==> config.mk <==
export PLATFORM = sky130hd
export DESIGN_NAME = filtro_linea_infrarojo
export DESIGN_NICKNAME = d
export VERILOG_FILES = /design/src/rtl/filtro_linea_infrarojo_pkg.sv /design/src/rtl/filtro_linea_infrarojo_antirrebote.sv /design/src/rtl/filtro_linea_infrarojo.sv
export SDC_FILE = /design/constraint.sdc
export NUM_CORES = 1
export LEC_CHECK = 0
export CORE_ASPECT_RATIO = 2
export CORE_UTILIZATION = 41
export CTS_CLUSTER_SIZE = 14
export DETAILED_ROUTE_END_ITERATION = 6
export RECOVER_POWER = 100
export SKIP_LAST_GASP = 1
export SYNTH_ARGS = -nofsm -noshare
export SYNTH_HDL_FRONTEND = slang
export SYNTH_SLANG_ARGS = --single-unit
==> constraint.sdc <==
create_clock -name clock -period 3.6 [get_ports clock]
set_input_delay 0.72 -clock clock [delete_from_list [all_inputs] [get_ports clock]]
set_output_delay 0.72 -clock clock [all_outputs]
set_load 0.05 [all_outputs]
==> src/rtl/filtro_linea_infrarojo_pkg.sv <==
// -----------------------------------------------------------------------------
// paquete_infrarojo
// Shared constants for the infrared line filter: FSM state encoding and the
// encoding of the side on which the line was last lost.
// -----------------------------------------------------------------------------
package paquete_infrarojo;

  // Line tracking states
  localparam logic [1:0] SIN_LINEA = 2'd0;
  localparam logic [1:0] EN_LINEA  = 2'd1;
  localparam logic [1:0] PERDIDA   = 2'd2;

  // Side of the last loss
  localparam logic LADO_IZQ = 1'b0;
  localparam logic LADO_DER = 1'b1;

endpackage

==> src/rtl/filtro_linea_infrarojo_antirrebote.sv <==
// -----------------------------------------------------------------------------
// antirrebote_canal
// Debounces one hayNegro channel on the sample tick. The filtered bit only
// follows the raw bit after DEBOUNCE consecutive ticks of disagreement; any
// agreeing tick restarts the count.
// Ports:
//   clock    in   system clock
//   reset    in   asynchronous active-low reset
//   tick     in   sample strobe (one clock wide)
//   raw      in   registered raw flag
//   filtrado out  debounced flag
// -----------------------------------------------------------------------------
module antirrebote_canal
  import paquete_infrarojo::*;
#(
  parameter int DEBOUNCE = 3
) (
  input  logic clock,
  input  logic reset,
  input  logic tick,
  input  logic raw,
  output logic filtrado
);

  localparam int CNT_W = (DEBOUNCE > 1) ? $clog2(DEBOUNCE) : 1;
  localparam logic [CNT_W-1:0] CNT_MAX = CNT_W'(DEBOUNCE - 1);

  logic [CNT_W-1:0] cnt_r;

  // Disagreement counter and filtered bit, advanced only on sample ticks
  always_ff @(posedge clock or negedge reset) begin
    if (!reset) begin
      cnt_r    <= '0;
      filtrado <= 1'b0;
    end else if (tick) begin
      if (raw == filtrado) begin
        cnt_r <= '0;
      end else if (cnt_r == CNT_MAX) begin
        filtrado <= raw;
        cnt_r    <= '0;
      end else begin
        cnt_r <= cnt_r + CNT_W'(1);
      end
    end
  end

endmodule

==> src/rtl/filtro_linea_infrarojo.sv <==
// -----------------------------------------------------------------------------
// filtro_linea_infrarojo
// Debounces the per-sensor hayNegro flags, encodes the line position as
// min_idx+max_idx of the active channels and tracks line presence
// (SIN_LINEA / EN_LINEA / PERDIDA).
// Optional feature: define FILTRO_LINEA_CONTADOR_EN to add the saturating
// loss counter output perdidasTotales.
// Ports:
//   clock           in   system clock
//   reset           in   asynchronous active-low reset
//   hayNegro        in   raw black flags, bit 0 = leftmost sensor
//   filtrado        out  debounced flags
//   posicion        out  min_idx+max_idx (0..2N-2, center N-1)
//   enLinea         out  state is EN_LINEA
//   perdida         out  state is PERDIDA
//   lado            out  side of last loss (0 left, 1 right)
//   cambio          out  one-cycle pulse on posicion or state change
//   perdidasTotales out  number of losses, saturating (optional)
// -----------------------------------------------------------------------------
module filtro_linea_infrarojo
  import paquete_infrarojo::*;
#(
  parameter int N_SENSORES = 4,
  parameter int SAMPLE_DIV = 50000,
  parameter int DEBOUNCE   = 3,
  parameter int LOST_HOLD  = 100
) (
  input  logic                            clock,
  input  logic                            reset,
  input  logic [N_SENSORES-1:0]           hayNegro,
  output logic [N_SENSORES-1:0]           filtrado,
  output logic [$clog2(2*N_SENSORES)-1:0] posicion,
  output logic                            enLinea,
  output logic                            perdida,
  output logic                            lado,
  output logic                            cambio
`ifdef FILTRO_LINEA_CONTADOR_EN
  ,output logic [15:0]                    perdidasTotales
`endif
);

  localparam int POS_W  = $clog2(2*N_SENSORES);
  localparam int PRE_W  = (SAMPLE_DIV > 1) ? $clog2(SAMPLE_DIV) : 1;
  localparam int HOLD_W = (LOST_HOLD > 1) ? $clog2(LOST_HOLD) : 1;
  localparam logic [POS_W-1:0]  POS_CENTRO = POS_W'(N_SENSORES - 1);
  localparam logic [PRE_W-1:0]  PRE_MAX    = PRE_W'(SAMPLE_DIV - 1);
  localparam logic [HOLD_W-1:0] HOLD_MAX   = HOLD_W'(LOST_HOLD - 1);

  logic [N_SENSORES-1:0] raw_r;
  logic [PRE_W-1:0]      pre_r;
  logic                  tick_s;
  logic [1:0]            state_r;
  logic [1:0]            state_next_s;
  logic [HOLD_W-1:0]     hold_r;
  logic [HOLD_W-1:0]     hold_next_s;
  logic [POS_W-1:0]      min_idx_s;
  logic [POS_W-1:0]      max_idx_s;
  logic [POS_W-1:0]      pos_calc_s;
  logic [POS_W-1:0]      pos_next_s;
  logic                  hay_linea_s;
  logic                  se_pierde_s;

  // Input register for the raw flags
  always_ff @(posedge clock or negedge reset) begin
    if (!reset) begin
      raw_r <= '0;
    end else begin
      raw_r <= hayNegro;
    end
  end

  // Sample-tick prescaler
  always_ff @(posedge clock or negedge reset) begin
    if (!reset) begin
      pre_r <= '0;
    end else if (tick_s) begin
      pre_r <= '0;
    end else begin
      pre_r <= pre_r + PRE_W'(1);
    end
  end

  assign tick_s = (pre_r == PRE_MAX);

  genvar g;
  generate
    for (g = 0; g < N_SENSORES; g++) begin : gen_canal
      antirrebote_canal #(.DEBOUNCE(DEBOUNCE)) u_canal (
        .clock    (clock),
        .reset    (reset),
        .tick     (tick_s),
        .raw      (raw_r[g]),
        .filtrado (filtrado[g])
      );
    end
  endgenerate

  assign hay_linea_s = |filtrado;

  // Lowest and highest active channel; later loop iterations win
  always_comb begin
    min_idx_s = '0;
    max_idx_s = '0;
    for (int i = N_SENSORES - 1; i >= 0; i--) begin
      if (filtrado[i]) begin
        min_idx_s = POS_W'(i);
      end else begin
        min_idx_s = min_idx_s;
      end
    end
    for (int i = 0; i < N_SENSORES; i++) begin
      if (filtrado[i]) begin
        max_idx_s = POS_W'(i);
      end else begin
        max_idx_s = max_idx_s;
      end
    end
    pos_calc_s = min_idx_s + max_idx_s;
  end

  // Next state and loss-hold counter
  always_comb begin
    state_next_s = state_r;
    hold_next_s  = hold_r;
    case (state_r)
      SIN_LINEA: begin
        if (hay_linea_s) begin
          state_next_s = EN_LINEA;
        end else begin
          state_next_s = SIN_LINEA;
        end
      end
      EN_LINEA: begin
        if (!hay_linea_s) begin
          state_next_s = PERDIDA;
          hold_next_s  = '0;
        end else begin
          state_next_s = EN_LINEA;
        end
      end
      PERDIDA: begin
        if (hay_linea_s) begin
          state_next_s = EN_LINEA;
          hold_next_s  = '0;
        end else if (tick_s) begin
          if (hold_r == HOLD_MAX) begin
            state_next_s = SIN_LINEA;
            hold_next_s  = '0;
          end else begin
            hold_next_s = hold_r + HOLD_W'(1);
          end
        end else begin
          hold_next_s = hold_r;
        end
      end
      default: begin
        state_next_s = SIN_LINEA;
        hold_next_s  = '0;
      end
    endcase
  end

  // posicion only tracks the line while it is (about to be) present
  assign pos_next_s  = (state_next_s == EN_LINEA) ? pos_calc_s : posicion;
  assign se_pierde_s = (state_r == EN_LINEA) && (state_next_s == PERDIDA);

  // State, position, Moore flags, loss side and change strobe
  always_ff @(posedge clock or negedge reset) begin
    if (!reset) begin
      state_r  <= SIN_LINEA;
      hold_r   <= '0;
      posicion <= POS_CENTRO;
      enLinea  <= 1'b0;
      perdida  <= 1'b0;
      lado     <= LADO_IZQ;
      cambio   <= 1'b0;
    end else begin
      state_r  <= state_next_s;
      hold_r   <= hold_next_s;
      posicion <= pos_next_s;
      enLinea  <= (state_next_s == EN_LINEA);
      perdida  <= (state_next_s == PERDIDA);
      cambio   <= (state_next_s != state_r) || (pos_next_s != posicion);
      if (se_pierde_s) begin
        // A centered last position counts as a loss to the left
        lado <= (posicion > POS_CENTRO) ? LADO_DER : LADO_IZQ;
      end
    end
  end

`ifdef FILTRO_LINEA_CONTADOR_EN
  // Saturating count of EN_LINEA -> PERDIDA transitions
  always_ff @(posedge clock or negedge reset) begin
    if (!reset) begin
      perdidasTotales <= 16'h0000;
    end else if (se_pierde_s && (perdidasTotales != 16'hFFFF)) begin
      perdidasTotales <= perdidasTotales + 16'h0001;
    end
  end
`endif

endmodule

==> results.cfg <==
[outcome]
outcome = completed

[clock_network]
post-cts-setup-buffers = 0
clk_path_buf_depth = 2
ctsResizeCount = 0
cts_tree = built
ctsRootBufferMaster = clkbuf_8
hold_buffers = 0
clkTransAtPathRegs_ns = 0.09
cts_sinks = 48
cts_max_level = 2
clock_latency_ns = 0.31
cts_inserted_buffers = 5

[worst_setup_path]
critPathMaxStageDelay_ns = 0.87
critPathRequiredTime_ns = 2.88
reg2reg_slack_ns = 1.23
crit_slowest_cell = dlygate4sd3_1
crit_family = buffers and inverters
arrival_ns = 1.73
endpoint_kind = primary output
path_buf_inv = 1
path_max_fanout = 3
cp_cell_sequence = dlygate4sd3_1
critPathKind = register to primary output
start_kind = register

[timing]
fin_skew_ns = 0.00803
setup_viol = 0
clock.fmax_mhz = 408
setup_tns_ns = 0
drv_slew = 0
rsz0062_at_grt = false
final_hold_viol_count = 0
min_period_ns = 2.45
post-route-period-util_pct = 68.1
hold_ws_ns = 0.482
worstMarginPinSlew_ns = 1.07
relSlewSlack_pct = 28.5

[global_route]
grt_first_pass_wirelength_mm = 7.45
grt_usage_pct = 17.9
grt_pass1_vias = 1635
antenna_found_initial = 0
overflow = 0
grt_max_degree = 49

[run]
maxCapViolCount = 0

[synth]
yosysWarnings = 0
synthCells = 223
synthArstFlopShare_pct = 100
yosys.area.top_type = dfrtp_1
yosys.area.top_type_share_pct = 49.6
ys.flop_type = dfrtp_1
ys_seq_area_share_pct = 51.9
yosysUniqueCellTypes = 46
yosys-top-cells-area = dfrtp_1 (50%), xnor2_1 (4.9%), nand2_1 (3.6%), nand3_1 (3.5%), o21ai_0 (2.8%)
syn-num-nets = 233
synth_edf_count = 0
ys_ff_latch = 48
postSynthAreaPerCell_um2 = 10.4
syn-cell-area_um2 = 2320

[drt]
totalWireLength_mm = 4.45
detail_route.iter0.violations = 34
vias_per_cell = 5.41
vias = 1618
wire_per_inst_um = 14.9
first_pass_iters = 4
drtAntennaViolNets = 0
remaining_drc_errors = 0

[placed_design]
port_buffers = 16
dpl.hpwl_mm = 3.19
gp_congestion = 0.784

[power_and_ir_drop]
finalPower_uw = 891
cellLeakagePower_uw = 0.00119
p_per_area_nw_per_um2 = 344
vdd_drop_max_mv = 0.315

[finish]
final_cell_mix = dfrtp_1 (46), nand2_1 (22), nand3_1 (16), dlygate4sd3_1 (15), o21ai_0 (14)
final_common_cell = dfrtp_1
area_growth_pct = 11.5
drive_above_1_share_pct = 8.37
layout.nets = 248
final_core_util_pct = 47.7
antenna_cells = 0

[die]
die_area_um2 = 5980
die_w_um = 55.2
initial_core_util_pct = 42.8
dieHeight_um = 108
coreArea_um2 = 5420
floorplan.rows = 38
pin_count = 17

[worst_hold_path]
worstHoldPathType = register to register
-- synthesized netlist by cell type (3+ instances only) --
master and count:
dfrtp_1 46, nand2_1 22, nand3_1 16, nor2_1 13, o21ai_0 13, xnor2_1 13
inv_1 11, a21oi_1 9, and3_1 7, and4_1 6, mux2_2 5, xor2_1 5
buf_4 4, clkbuf_1 3, ha_1 3, mux2i_1 3, nand4_1 3, nor2b_1 3
nor3_1 3
-- layer usage --
metal | wire length (µm) | global-route usage, %
met1 | 1800 | 20.0
met2 | 2460 | 30.3
met3 | 92 | 4.22
met4 | 102 | 8.57
met5 | 0 | 0
-- layout make-up --
type	count	area, µm²
Clock buffer	6	82.6
Tap cell	60	75.1
Multi-Input combinational cell	154	1010
Sequential cell	48	1200
Timing Repair Buffer	18	166
Inverter	11	41.3
Fill cell	519	2830
Clock inverter	2	10.0
-- report_power, final --
| group | internal [µW] | total [µW] | switching [µW] |
|---|---|---|---|
| logic | 5.00 | 17.3 | 12.3 |
| registers | 541 | 543 | 1.55 |
| clock network | 153 | 331 | 178 |
-- stage by stage --
step	cell area [µm²]	setup slack [ns]	cells
5_1_grt	2590	0.988	299
2_1_floorplan	2320	1.59	223
3_3_place_gp	2500	1.31	291
6_report	2590	1.15	299
4_1_cts	2590	1.20	299
3_5_place_dp	2500	1.27	291
-- sequential cells by signal (all words and copies together) (netlist names) --
name and cells:
state_r 2, pre_r 16, enLinea 1, raw_r 4, gen_canal.u_canal.cnt_r 8, lado 1, perdida 1, gen_canal.u_canal.filtrado 4
cambio 1, posicion 3, hold_r 7
-- worst paths after layout --
path,from,to,cells after the start
max in group asynchronous,reset,pre_r[6],1
min in group asynchronous,reset,enLinea,1
min,posicion[0],posicion[0],2
max reg2reg,pre_r[5],gen_canal[0].u_canal.filtrado,4
min reg2reg,posicion[0],posicion[0],2
max,posicion[1],posicion[1],1
-- cell families (layout without fill, tap and decap cells) --
kind of cell / after synthesis / after routing / share of synthesized area [%]
compound gates: 37 / 37 / 10.6
xor+xnor: 18 / 18 / 6.80
fa+ha+maj: 4 / 4 / 2.48
buf+inv: 21 / 37 / 4.48
flops: 48 / 48 / 51.9
mux: 8 / 8 / 3.72
simple gates: 87 / 87 / 20.0
No activity file was read; power rests on OpenSTA's default activity.
